===== config.mk =====
export PLATFORM = sky130hd
export DESIGN_NAME = lcd_word_display_flat
export DESIGN_NICKNAME = d
export VERILOG_FILES = /design/src/rtl/lcd_pkg.sv /design/src/rtl/lcd_word_display_if.sv /design/src/rtl/lcd_write_phy.sv /design/src/rtl/lcd_word_display.sv /design/src/flat_wrapper.sv
export SDC_FILE = /design/constraint.sdc
export NUM_CORES = 1
export LEC_CHECK = 0
export ABC_AREA = 1
export CORE_ASPECT_RATIO = 0.7
export CORE_MARGIN = 1
export CORE_UTILIZATION = 55
export CTS_CLUSTER_DIAMETER = 30
export DETAILED_ROUTE_END_ITERATION = 12
export HOLD_SLACK_MARGIN = 0.03
export PLACE_DENSITY_LB_ADDON = 0.12
export SYNTH_ARGS = -nofsm -noshare
export SYNTH_HDL_FRONTEND = slang
export SYNTH_SLANG_ARGS = --single-unit

===== constraint.sdc =====
create_clock -name clk -period 8.1 [get_ports clk]
set_input_delay 1.62 -clock clk [delete_from_list [all_inputs] [get_ports clk]]
set_output_delay 1.62 -clock clk [all_outputs]
set_load 0.02 [all_outputs]

===== src/rtl/lcd_pkg.sv =====
// Shared constants, state encodings and helpers for the HD44780-class word display.
package lcd_pkg;

    localparam logic [7:0] FUNC_SET_8B2L     = 8'h38;
    localparam logic [7:0] DISP_ON_CUR_BLINK = 8'h0F;
    localparam logic [7:0] ENTRY_INC         = 8'h06;
    localparam logic [7:0] CLEAR             = 8'h01;
    localparam logic [7:0] HOME              = 8'h02;
    localparam logic [7:0] SET_DDRAM         = 8'h80;
    localparam logic [7:0] ASCII_0           = 8'h30;
    localparam logic [7:0] ASCII_A           = 8'h41;

    typedef enum logic [2:0] {StInit, StIdle, StAddr, StChar, StDone} state_e;
    typedef enum logic [2:0] {PhIdle, PhSetup, PhStrobe, PhHold, PhWait} phase_e;

    function automatic logic [7:0] nibble_to_ascii(input logic [3:0] nib);
        if (nib < 4'd10) begin
            return ASCII_0 + {4'h0, nib};
        end
        return ASCII_A + {4'h0, nib} - 8'd10;
    endfunction

    function automatic logic [7:0] init_byte(input logic [1:0] idx);
        case (idx)
            2'd0:    return FUNC_SET_8B2L;
            2'd1:    return DISP_ON_CUR_BLINK;
            2'd2:    return ENTRY_INC;
            default: return CLEAR;
        endcase
    endfunction

    function automatic int unsigned max_u(input int unsigned a, input int unsigned b);
        return (a > b) ? a : b;
    endfunction

endpackage


===== src/rtl/lcd_word_display_if.sv =====
// Word-input handshake between the status source and the LCD word display.
interface lcd_word_display_if #(
    parameter int unsigned DATA_W = 10
) ();
    logic              in_valid;
    logic [DATA_W-1:0] in_data;
    logic              in_hex;
    logic              in_ready;

    modport master (output in_valid, output in_data, output in_hex, input in_ready);
    modport slave  (input in_valid, input in_data, input in_hex, output in_ready);
endinterface


===== src/rtl/lcd_write_phy.sv =====
// Single timed LCD byte write: SETUP, E strobe, HOLD, then command wait.
module lcd_write_phy
    import lcd_pkg::*;
#(
    parameter int unsigned SETUP_CYC = 2,
    parameter int unsigned EN_CYC    = 12,
    parameter int unsigned HOLD_CYC  = 2,
    parameter int unsigned CMD_WAIT  = 2000,
    parameter int unsigned CLR_WAIT  = 80000
) (
    input  logic       clk,
    input  logic       rst,
    input  logic       req_i,
    input  logic [7:0] byte_i,
    input  logic       rs_i,
    input  logic       long_wait_i,
    output logic       ready_o,
    output logic       ack_o,
    output logic [7:0] lcd_data_o,
    output logic       lcd_rs_o,
    output logic       lcd_en_o
);

    localparam int unsigned MAX_CYC = max_u(max_u(SETUP_CYC, EN_CYC),
                                            max_u(HOLD_CYC, max_u(CMD_WAIT, CLR_WAIT)));
    localparam int unsigned CNT_W   = $clog2(MAX_CYC + 1);

    localparam logic [CNT_W-1:0] SETUP_LD = CNT_W'(SETUP_CYC - 1);
    localparam logic [CNT_W-1:0] EN_LD    = CNT_W'(EN_CYC - 1);
    localparam logic [CNT_W-1:0] HOLD_LD  = CNT_W'(HOLD_CYC - 1);
    localparam logic [CNT_W-1:0] CMD_LD   = CNT_W'(CMD_WAIT - 1);
    localparam logic [CNT_W-1:0] CLR_LD   = CNT_W'(CLR_WAIT - 1);

    phase_e           phase_q, phase_d;
    logic [CNT_W-1:0] cnt_q, cnt_d;
    logic [7:0]       data_q, data_d;
    logic             rs_q, rs_d;
    logic             long_q, long_d;
    logic             en_q, en_d;

    // Accepting on the last wait cycle keeps back-to-back bytes gap-free.
    assign ack_o   = (phase_q == PhWait) && (cnt_q == '0);
    assign ready_o = (phase_q == PhIdle) || ack_o;

    always_comb begin
        phase_d = phase_q;
        cnt_d   = cnt_q;
        data_d  = data_q;
        rs_d    = rs_q;
        long_d  = long_q;
        case (phase_q)
            PhSetup: begin
                if (cnt_q == '0) begin
                    phase_d = PhStrobe;
                    cnt_d   = EN_LD;
                end else begin
                    cnt_d = cnt_q - 1'b1;
                end
            end
            PhStrobe: begin
                if (cnt_q == '0) begin
                    phase_d = PhHold;
                    cnt_d   = HOLD_LD;
                end else begin
                    cnt_d = cnt_q - 1'b1;
                end
            end
            PhHold: begin
                if (cnt_q == '0) begin
                    phase_d = PhWait;
                    cnt_d   = long_q ? CLR_LD : CMD_LD;
                end else begin
                    cnt_d = cnt_q - 1'b1;
                end
            end
            PhWait: begin
                if (cnt_q == '0) begin
                    phase_d = PhIdle;
                end else begin
                    cnt_d = cnt_q - 1'b1;
                end
            end
            default: ;
        endcase
        if (ready_o && req_i) begin
            phase_d = PhSetup;
            cnt_d   = SETUP_LD;
            data_d  = byte_i;
            rs_d    = rs_i;
            long_d  = long_wait_i;
        end
        en_d = (phase_d == PhStrobe);
    end

    always_ff @(posedge clk) begin
        if (rst) begin
            phase_q <= PhIdle;
            cnt_q   <= '0;
            data_q  <= 8'h00;
            rs_q    <= 1'b0;
            long_q  <= 1'b0;
            en_q    <= 1'b0;
        end else begin
            phase_q <= phase_d;
            cnt_q   <= cnt_d;
            data_q  <= data_d;
            rs_q    <= rs_d;
            long_q  <= long_d;
            en_q    <= en_d;
        end
    end

    assign lcd_data_o = data_q;
    assign lcd_rs_o   = rs_q;
    assign lcd_en_o   = en_q;

endmodule


===== src/rtl/lcd_word_display.sv =====
// Character-LCD word printer: power-on init, then prints each accepted word at
// DDRAM address 0 as binary or uppercase hex digits.
module lcd_word_display
    import lcd_pkg::*;
#(
    parameter int unsigned DATA_W    = 10,
    parameter int unsigned SETUP_CYC = 2,
    parameter int unsigned EN_CYC    = 12,
    parameter int unsigned HOLD_CYC  = 2,
    parameter int unsigned CMD_WAIT  = 2000,
    parameter int unsigned CLR_WAIT  = 80000
) (
    input  logic                 clk,
    input  logic                 rst,
    lcd_word_display_if.slave    in_if,
    output logic                 busy,
    output logic                 done,
    output logic [7:0]           lcd_data,
    output logic                 lcd_rs,
    output logic                 lcd_rw,
    output logic                 lcd_en
);

    localparam int unsigned NDIG  = (DATA_W + 3) / 4;
    localparam int unsigned HEX_W = 4 * NDIG;
    localparam int unsigned IDX_W = $clog2(DATA_W + 1);

    localparam logic [IDX_W-1:0] LAST_BIN = IDX_W'(DATA_W - 1);
    localparam logic [IDX_W-1:0] LAST_HEX = IDX_W'(NDIG - 1);

    state_e            state_q, state_d;
    logic [IDX_W-1:0]  idx_q, idx_d;
    logic [1:0]        init_idx_q, init_idx_d;
    logic [DATA_W-1:0] word_q, word_d;
    logic              hex_q, hex_d;

    logic              phy_req, phy_rs, phy_long, phy_ready, phy_ack;
    logic [7:0]        phy_byte, char_byte;
    logic [HEX_W-1:0]  word_ext, word_sh;
    logic              bin_bit;

    always_comb begin
        state_d    = state_q;
        idx_d      = idx_q;
        init_idx_d = init_idx_q;
        word_d     = word_q;
        hex_d      = hex_q;
        case (state_q)
            StInit: begin
                if (phy_ack) begin
                    if (init_idx_q == 2'd3) begin
                        state_d    = StIdle;
                        init_idx_d = 2'd0;
                    end else begin
                        init_idx_d = init_idx_q + 2'd1;
                    end
                end
            end
            StIdle: begin
                if (in_if.in_valid) begin
                    word_d  = in_if.in_data;
                    hex_d   = in_if.in_hex;
                    state_d = StAddr;
                end
            end
            StAddr: begin
                if (phy_ack) begin
                    state_d = StChar;
                    idx_d   = '0;
                end
            end
            StChar: begin
                if (phy_ack) begin
                    if (idx_q == (hex_q ? LAST_HEX : LAST_BIN)) begin
                        state_d = StDone;
                    end else begin
                        idx_d = idx_q + IDX_W'(1);
                    end
                end
            end
            StDone:  state_d = StIdle;
            default: state_d = StInit;
        endcase
    end

    // Digits are taken MSB first; idx_d selects the digit about to be issued.
    always_comb begin
        word_ext                = '0;
        word_ext[DATA_W-1:0]    = word_q;
        word_sh                 = word_ext >> (4 * (NDIG - 1 - 32'(idx_d)));
        bin_bit                 = 1'(word_q >> (DATA_W - 1 - 32'(idx_d)));
        char_byte               = hex_q ? nibble_to_ascii(4'(word_sh))
                                        : ASCII_0 + {7'd0, bin_bit};
    end

    // Requests follow the next state so a new byte starts on the previous ack.
    always_comb begin
        phy_req  = 1'b0;
        phy_byte = 8'h00;
        phy_rs   = 1'b0;
        case (state_d)
            StInit: begin
                phy_req  = phy_ready;
                phy_byte = init_byte(init_idx_d);
            end
            StAddr: begin
                phy_req  = phy_ready;
                phy_byte = SET_DDRAM;
            end
            StChar: begin
                phy_req  = phy_ready;
                phy_rs   = 1'b1;
                phy_byte = char_byte;
            end
            default: ;
        endcase
        phy_long = !phy_rs && ((phy_byte == CLEAR) || (phy_byte == HOME));
    end

    always_ff @(posedge clk) begin
        if (rst) begin
            state_q    <= StInit;
            idx_q      <= '0;
            init_idx_q <= 2'd0;
            word_q     <= '0;
            hex_q      <= 1'b0;
        end else begin
            state_q    <= state_d;
            idx_q      <= idx_d;
            init_idx_q <= init_idx_d;
            word_q     <= word_d;
            hex_q      <= hex_d;
        end
    end

    lcd_write_phy #(
        .SETUP_CYC (SETUP_CYC),
        .EN_CYC    (EN_CYC),
        .HOLD_CYC  (HOLD_CYC),
        .CMD_WAIT  (CMD_WAIT),
        .CLR_WAIT  (CLR_WAIT)
    ) u_phy (
        .clk         (clk),
        .rst         (rst),
        .req_i       (phy_req),
        .byte_i      (phy_byte),
        .rs_i        (phy_rs),
        .long_wait_i (phy_long),
        .ready_o     (phy_ready),
        .ack_o       (phy_ack),
        .lcd_data_o  (lcd_data),
        .lcd_rs_o    (lcd_rs),
        .lcd_en_o    (lcd_en)
    );

    assign in_if.in_ready = (state_q == StIdle);
    assign busy           = (state_q != StIdle);
    assign done           = (state_q == StDone);
    assign lcd_rw         = 1'b0;

endmodule


===== src/flat_wrapper.sv =====
// flat-port wrapper written by rule: the top's interface ports become plain ports
module lcd_word_display_flat import lcd_pkg::*;
#(
    parameter int unsigned DATA_W    = 10,
    parameter int unsigned SETUP_CYC = 2,
    parameter int unsigned EN_CYC    = 12,
    parameter int unsigned HOLD_CYC  = 2,
    parameter int unsigned CMD_WAIT  = 2000,
    parameter int unsigned CLR_WAIT  = 80000
)
  (clk, rst, busy, done, lcd_data, lcd_rs, lcd_rw, lcd_en, in_if_in_valid, in_if_in_data, in_if_in_hex, in_if_in_ready);
  lcd_word_display_if #(.DATA_W(DATA_W)) in_if_i ();
  input  logic clk;
  input  logic rst;
  output logic busy;
  output logic done;
  output logic [7:0] lcd_data;
  output logic lcd_rs;
  output logic lcd_rw;
  output logic lcd_en;
  input wire logic [$bits(in_if_i.in_valid)-1:0] in_if_in_valid;
  input wire logic [$bits(in_if_i.in_data)-1:0] in_if_in_data;
  input wire logic [$bits(in_if_i.in_hex)-1:0] in_if_in_hex;
  output wire logic [$bits(in_if_i.in_ready)-1:0] in_if_in_ready;
  assign in_if_i.in_valid = in_if_in_valid;
  assign in_if_i.in_data = in_if_in_data;
  assign in_if_i.in_hex = in_if_in_hex;
  assign in_if_in_ready = in_if_i.in_ready;
  lcd_word_display #(.DATA_W(DATA_W), .SETUP_CYC(SETUP_CYC), .EN_CYC(EN_CYC), .HOLD_CYC(HOLD_CYC), .CMD_WAIT(CMD_WAIT), .CLR_WAIT(CLR_WAIT)) u_core (.clk(clk), .rst(rst), .in_if(in_if_i), .busy(busy), .done(done), .lcd_data(lcd_data), .lcd_rs(lcd_rs), .lcd_rw(lcd_rw), .lcd_en(lcd_en));
endmodule

==> metrics.cfg, run 1 <==
[die]
start_util_pct=56.9
ios=28
fp.coreArea_mm2=0.00573
dieArea_mm2=0.00624
num_rows=23
die_w_um=94.0
die_y_um=66.4

[placed_design]
dpl_cell_area_mm2=0.00354
portBuffers=26
hpwl_mm=5.96
place_congestion=0.900
placedCellCount=575
place_ws_ns=4.30

[final_layout]
diodes=0
nets=531
multi_input_comb_area_mm2=0.00193
layout-drive-gt1-share_pct=12.4
register_area_mm2=0.00102
final_cell_count_no_fill=583
fillers=532
stdcell_area_mm2=0.00363
areaGrowthSynthToFinish_pct=11.3

[yosys]
yosysMostFrequentCell=nand2_1
syn_avg_cell_area_um2=6.74
yosys.area_share.simple_pct=37.6
ys_seq_area_share_pct=31.3
yosysUniqueCellTypes=47
muxShareOfSynthArea_pct=0
ys_warn_count=0
synth_top_family_by_area=simple AND/OR/NAND/NOR gates
async_reset_ff_share_pct=0
netlist_area_mm2=0.00326
netlist_instances=483
synth_common_cells=90 x nand2_1, 84 x nor2_1, 52 x inv_1
post-synth-top-area-cell=dfxtp_1
synth_xor_area_share_pct=3.50
synth_compound_area_share_pct=14.1
syn_nets=507
synth-edff-count=0
ys_seq_elements=51
synth_fa_ha_area_share_pct=3.84
synthFlopType=dfxtp_1
synthTopCellsByArea=dfxtp_1 31%, nand2_1 10%, nor2_1 9.7%
yosysTopAreaCellShare_pct=31.3

[worst_setup_path]
required_ns=8.32
worstSetupEndpointType=flop
crit_top_cell=inv_2
cp_max_fo=15
cp-start-kind=primary input
path_class=in2reg
reg2reg_to=u_core.u_phy.long_q$_SDFFE_PP0P_
reg2reg_setup_slack_ns=4.71
crit_chain=clkdlybuf4s50_1, nand2_1, nand3_1, inv_2, nand2_1, nand2_2, inv_2, nor2_4, inv_2, a221oi_1
cpPeakStageDelay_ns=0.42
arrival_ns=3.69
path_buf_inv=4
critical-path-top-delay-family=simple AND/OR/NAND/NOR gates
worstReg2RegStart=u_core.u_phy.cnt_q[0]$_SDFFE_PP0P_
reg2reg_depth=23
crit_slowest_cell=clkdlybuf4s50_1

[power_and_ir_drop]
ir_drop_mv=0.218
p_leak_nw=1.62
powerDensity_mw_per_mm2=320

[clock_network]
clock_sink_count=51
path_clk_slew_ns=0.10
cts_tree=built
post_cts_buffers=0
hold_buffers=0
htree_levels=2
cts_root_buf=clkbuf_8
clk_path_buf_depth=2
cts_resized=0
numCtsBuffers=5
clk_latency_ns=0.31

[hold_path]
worstHoldStart=u_core.u_phy.lcd_data_o[5]$_SDFFE_PP0P_
whs_path_depth=2
worstHoldEndpoint=u_core.u_phy.lcd_data_o[5]$_SDFFE_PP0P_
hp-class=reg2reg

[route]
via_per_inst=5.42
routed_wl_mm=7.71
ant_nets=0
drt_iter0_drc=200
drc=0
wl_per_cell_um=13.2
firstDrtPassIters=4
vias=3159

[global_routing]
track_usage_pct=26.8
antenna_found_initial=0
grt_pass1_wl_mm=12.9
grt_pass1_vias=2741
grt_max_degree=17
grt_overflow=0

[sta]
timing.hold.ws_ns=0.471
worst_pin_slew_ns=0.719
fmax_ghz=0.288
min_period_ns=3.47
worst_slack_ns=4.63
setup_viol=0
hold_viol=0
skew_ns=0.0121
rsz0062_at_grt=false
fin_setup_tns_ns=0
finalCritPeriodShare_pct=42.9
drv_slew=0
max_slew_margin_pct=51.9

[status]
status=finished clean

[job]
maxCapViolations=0

[area by class of cell]
| class | count | share of cell area (%) |
|---|---|---|
| Multi-Input combinational cell | 360 | 53.2 |
| Sequential cell | 51 | 28.2 |
| Clock inverter | 3 | 0.414 |
| Inverter | 63 | 6.56 |
| Tap cell | 75 | 2.59 |
| Clock buffer | 5 | 1.90 |
| Timing Repair Buffer | 26 | 7.18 |
[state kept, by name, summed over array words and instances (netlist names), 2 cells and up]
register and count:
u_core.init_idx_q 2, u_core.u_phy.phase_q 3, u_core.u_phy.cnt_q 17, u_core.u_phy.lcd_data_o 8, u_core.idx_q 4, u_core.state_q 3, u_core.word_q 10
[per-layer routing]
| layer | global-route usage, % | wire [µm] | part of all wire (%) | vias to the layer above |
|---|---|---|---|---|
| li1 | - | - | - | 1603 |
| met4 | 7.31 | 82 | 1.1 | 0 |
| met3 | 5.52 | 586 | 7.6 | 7 |
| met5 | 0 | 0 | 0 | - |
| met2 | 37.1 | 2960 | 38 | 105 |
| met1 | 40.9 | 4080 | 53 | 1444 |
[tightest hold or removal path, stage by stage (launching register included)]
cell and delay [ns]:
dfxtp_1 0.32, nand2_1 0.06, nand2_1 0.05
[where the power goes]
group | total [mW] | switching, mW | internal, mW
Combinational | 0.675 | 0.450 | 0.224
Sequential | 0.339 | 0.0426 | 0.296
Clock | 0.147 | 0.0878 | 0.0595
[cells in the final DEF, fill, tap and decap left out, types with 5 or more instances in the layout]
master,count
a21oi_1,24
nand2_2,15
nor3_1,7
nor2_2,7
dfxtp_1,51
xor2_1,10
nor2_4,5
inv_1,52
nand2_1,90
ha_1,10
nand3_1,30
inv_2,9
clkdlybuf4s50_1,26
nor2_1,84
clkbuf_8,5
o21ai_0,31
[through the flow]
stage	utilization (%)	power, mW
2_1_floorplan	-	0.852
3_3_place_gp	61.9	0.991
3_5_place_dp	61.9	0.997
4_1_cts	63.3	1.15
5_1_grt	63.3	1.24
6_report	63.3	1.16
[cells by family after synthesis]
family | after synthesis
AND/OR/NAND/NOR | 258
AO/OA/AOI/OAI | 78
buffers and inverters | 72
flip-flops | 51
XOR/XNOR | 13
adder cells (fa/ha/maj) | 10
other | 1
[how the worst max path moves through the flow]
| stage | start | to | slack (ns) | cells after the start |
|---|---|---|---|---|
| floorplan | in_if_in_valid | u_core.u_phy.lcd_data_o[3]$_SDFFE_PP0P_ | 5.27 | 11 |
| global placement | in_if_in_valid | u_core.u_phy.cnt_q[4]$_SDFFE_PP0P_ | 4.38 | 10 |
| detailed placement | in_if_in_valid | u_core.u_phy.cnt_q[6]$_SDFFE_PP0P_ | 4.30 | 10 |
| CTS | in_if_in_valid | u_core.u_phy.cnt_q[4]$_SDFFE_PP0P_ | 4.61 | 10 |
| global route | u_core.u_phy.cnt_q[0]$_SDFFE_PP0P_ | u_core.u_phy.long_q$_SDFFE_PP0P_ | 4.33 | 23 |
| finish | in_if_in_valid | u_core.u_phy.cnt_q[6]$_SDFFE_PP0P_ | 4.63 | 10 |
Power figures use the tool's default switching activity.
==> run 2: changes to the inputs <==
Clock period 8.1 ns to 3.4 ns, I/O delays scaled along.
==> run 2 against run 1 <==
  * First-iteration DRC count grew 21%
  * Non-clock buffer count is 2 higher
  * Power up 150%
  * Setup slack got worse by 4.3 ns
  * Sequential power grew 140%
  * Via count did not move
  * Critical path depth rose by 13
  * Wire length up 1.8%
  * Core utilization is 0.90 points higher
  * Sequential share of layout area fell by 0.39 points
==> metrics.cfg, run 2 (synthesized netlist as in run 1, its figures left out) <==
[global_routing]
grt_overflow=0
grt_pass1_vias=2698
antenna_found_initial=0
track_usage_pct=26.4
grt_pass1_wl_mm=12.8
grt_max_degree=17

[placed_design]
hpwl_mm=6.03
portBuffers=26
place_congestion=0.973

[route]
drt_iter0_drc=241
vias=3159
drc=0
wl_per_cell_um=13.4
routed_wl_mm=7.84
via_per_inst=5.40
firstDrtPassIters=4
ant_nets=0

[final_layout]
largest_reg_flops=17
diodes=0
mostFrequentLayoutCell=nand2_1
areaGrowthSynthToFinish_pct=12.9
regMostFlops=u_core.u_phy.cnt_q
mostFrequentLayoutCells=90 x nand2_1, 84 x nor2_1, 51 x inv_1, 51 x dfxtp_1, 30 x o21ai_0
nets=533
fin_util_pct=64.2
layout-drive-gt1-share_pct=13.3

[clock_network]
cts_tree=built
cts_resized=0
clock_sink_count=51
htree_levels=2
numCtsBuffers=5
clk_path_buf_depth=2
clk_latency_ns=0.31
cts_root_buf=clkbuf_8
post_cts_buffers=0
hold_buffers=0
path_clk_slew_ns=0.10

[sta]
finalCritPeriodShare_pct=91.4
max_slew_margin_pct=53.1
hold_viol=0
fin_setup_tns_ns=0
min_period_ns=3.11
worst_pin_slew_ns=0.701
fmax_ghz=0.322
setup_viol=0
skew_ns=0.0152
drv_slew=0

[die]
ios=28
num_rows=23
die_w_um=94.0
dieArea_mm2=0.00624
die_y_um=66.4
fp.coreArea_mm2=0.00573
start_util_pct=56.9

[power_and_ir_drop]
ir_drop_mv=0.625
powerDensity_mw_per_mm2=776
clockPowerShare_pct=15.4
p_leak_nw=1.64
share_comb_of_total_power_pct=56.4
seq_power_share_pct=28.2
power.switching_mw=1.39
swShare_pct=48.5
intPower_mw=1.47

[hold_path]
hp-class=reg2reg

[worst_setup_path]
cp_max_fo=6
reg2reg_setup_slack_ns=0.29
cp-start-kind=flop
worstSetupEndpointType=flop
required_ns=3.62
path_class=reg2reg
arrival_ns=3.33

[job]
maxCapViolations=0

[status]
status=finished clean

-- run 2: cell count changes in the layout (fill, tap and decap cells not counted), sizes merged --
cell and delta:
buf +2, bufinv +1, clkinv -1
-- run 2: final timing paths --
| path | from | end | cells after the start |
|---|---|---|---|
| worst max-delay path | u_core.u_phy.cnt_q[1]$_SDFFE_PP0P_ | u_core.u_phy.long_q$_SDFFE_PP0P_ | 23 |
| worst max register to register | u_core.u_phy.cnt_q[1]$_SDFFE_PP0P_ | u_core.u_phy.long_q$_SDFFE_PP0P_ | 23 |
| worst min register to register | u_core.u_phy.lcd_data_o[5]$_SDFFE_PP0P_ | u_core.u_phy.lcd_data_o[5]$_SDFFE_PP0P_ | 2 |
| worst min-delay path | u_core.u_phy.lcd_data_o[5]$_SDFFE_PP0P_ | u_core.u_phy.lcd_data_o[5]$_SDFFE_PP0P_ | 2 |
-- run 2: stage by stage --
stage / cell area (µm²) / instances / total power, mW / hold slack, ns / setup slack (ns)
final: 3680 / 585 / 2.85 / 0.465 / 0.292
after detailed placement: 3560 / 577 / 2.39 / 0.441 / 0.235
after CTS: 3670 / 585 / 2.83 / 0.467 / 0.173
after floorplan: 3260 / 483 / 2.03 / 0.443 / 0.669
after global routing: 3680 / 585 / 3.05 / 0.485 / -0.0247
after global placement: 3560 / 577 / 2.35 / 0.443 / 0.431
-- run 2: per-layer routing --
layer | global-route usage (%) | up-vias | share of wire (%)
li1 | - | 1606 | -
met1 | 42.3 | 1448 | 53
met2 | 35.7 | 97 | 40
met3 | 4.14 | 8 | 6.7
met4 | 5.38 | 0 | 0.61
met5 | 0 | - | 0
-- run 2: layout make-up --
type                    instances  area (µm²)
fillers                       533        2050
multi-input cells             360        1940
flip-flops and latches         51        1020
repair buffers                 28         275
inverters                      63         238
well taps                      75        93.8
clock buffers                   5        68.8
clock inverters                 3        43.8
-- run 2: worst max-delay path: stages (launching register included) --
cell	delay, ns
dfxtp_1	0.32
inv_1	0.11
ha_1	0.17
inv_1	0.04
nor2_1	0.08
nand2_1	0.09
nor2_4	0.15
nand3_2	0.15
o21ai_1	0.21
nand3_2	0.16
inv_2	0.15
ha_2	0.33
inv_1	0.12
nor2_1	0.06
o21ai_2	0.13
nand2_1	0.09
inv_1	0.08
nand2_1	0.08
nand2_1	0.08
nand2_1	0.07
a21oi_2	0.15
nand3_1	0.08
nand2_1	0.06
nand2_1	0.04
-- run 2: power by group through the flow --
stage | Clock (mW) | Sequential (mW) | Combinational, mW
6_report | 0.439 | 0.806 | 1.61
5_1_grt | 0.468 | 0.817 | 1.77
4_1_cts | 0.442 | 0.801 | 1.59
3_5_place_dp | 0 | 0.813 | 1.58
3_3_place_gp | 0 | 0.809 | 1.54
2_1_floorplan | 0 | 0.829 | 1.20
==> run 3: changes to the inputs <==
Settings changed: SLEW_MARGIN set to 20.
==> results of run 3 <==
No change in the layout: final DEF, timing and power equal those of run 2.
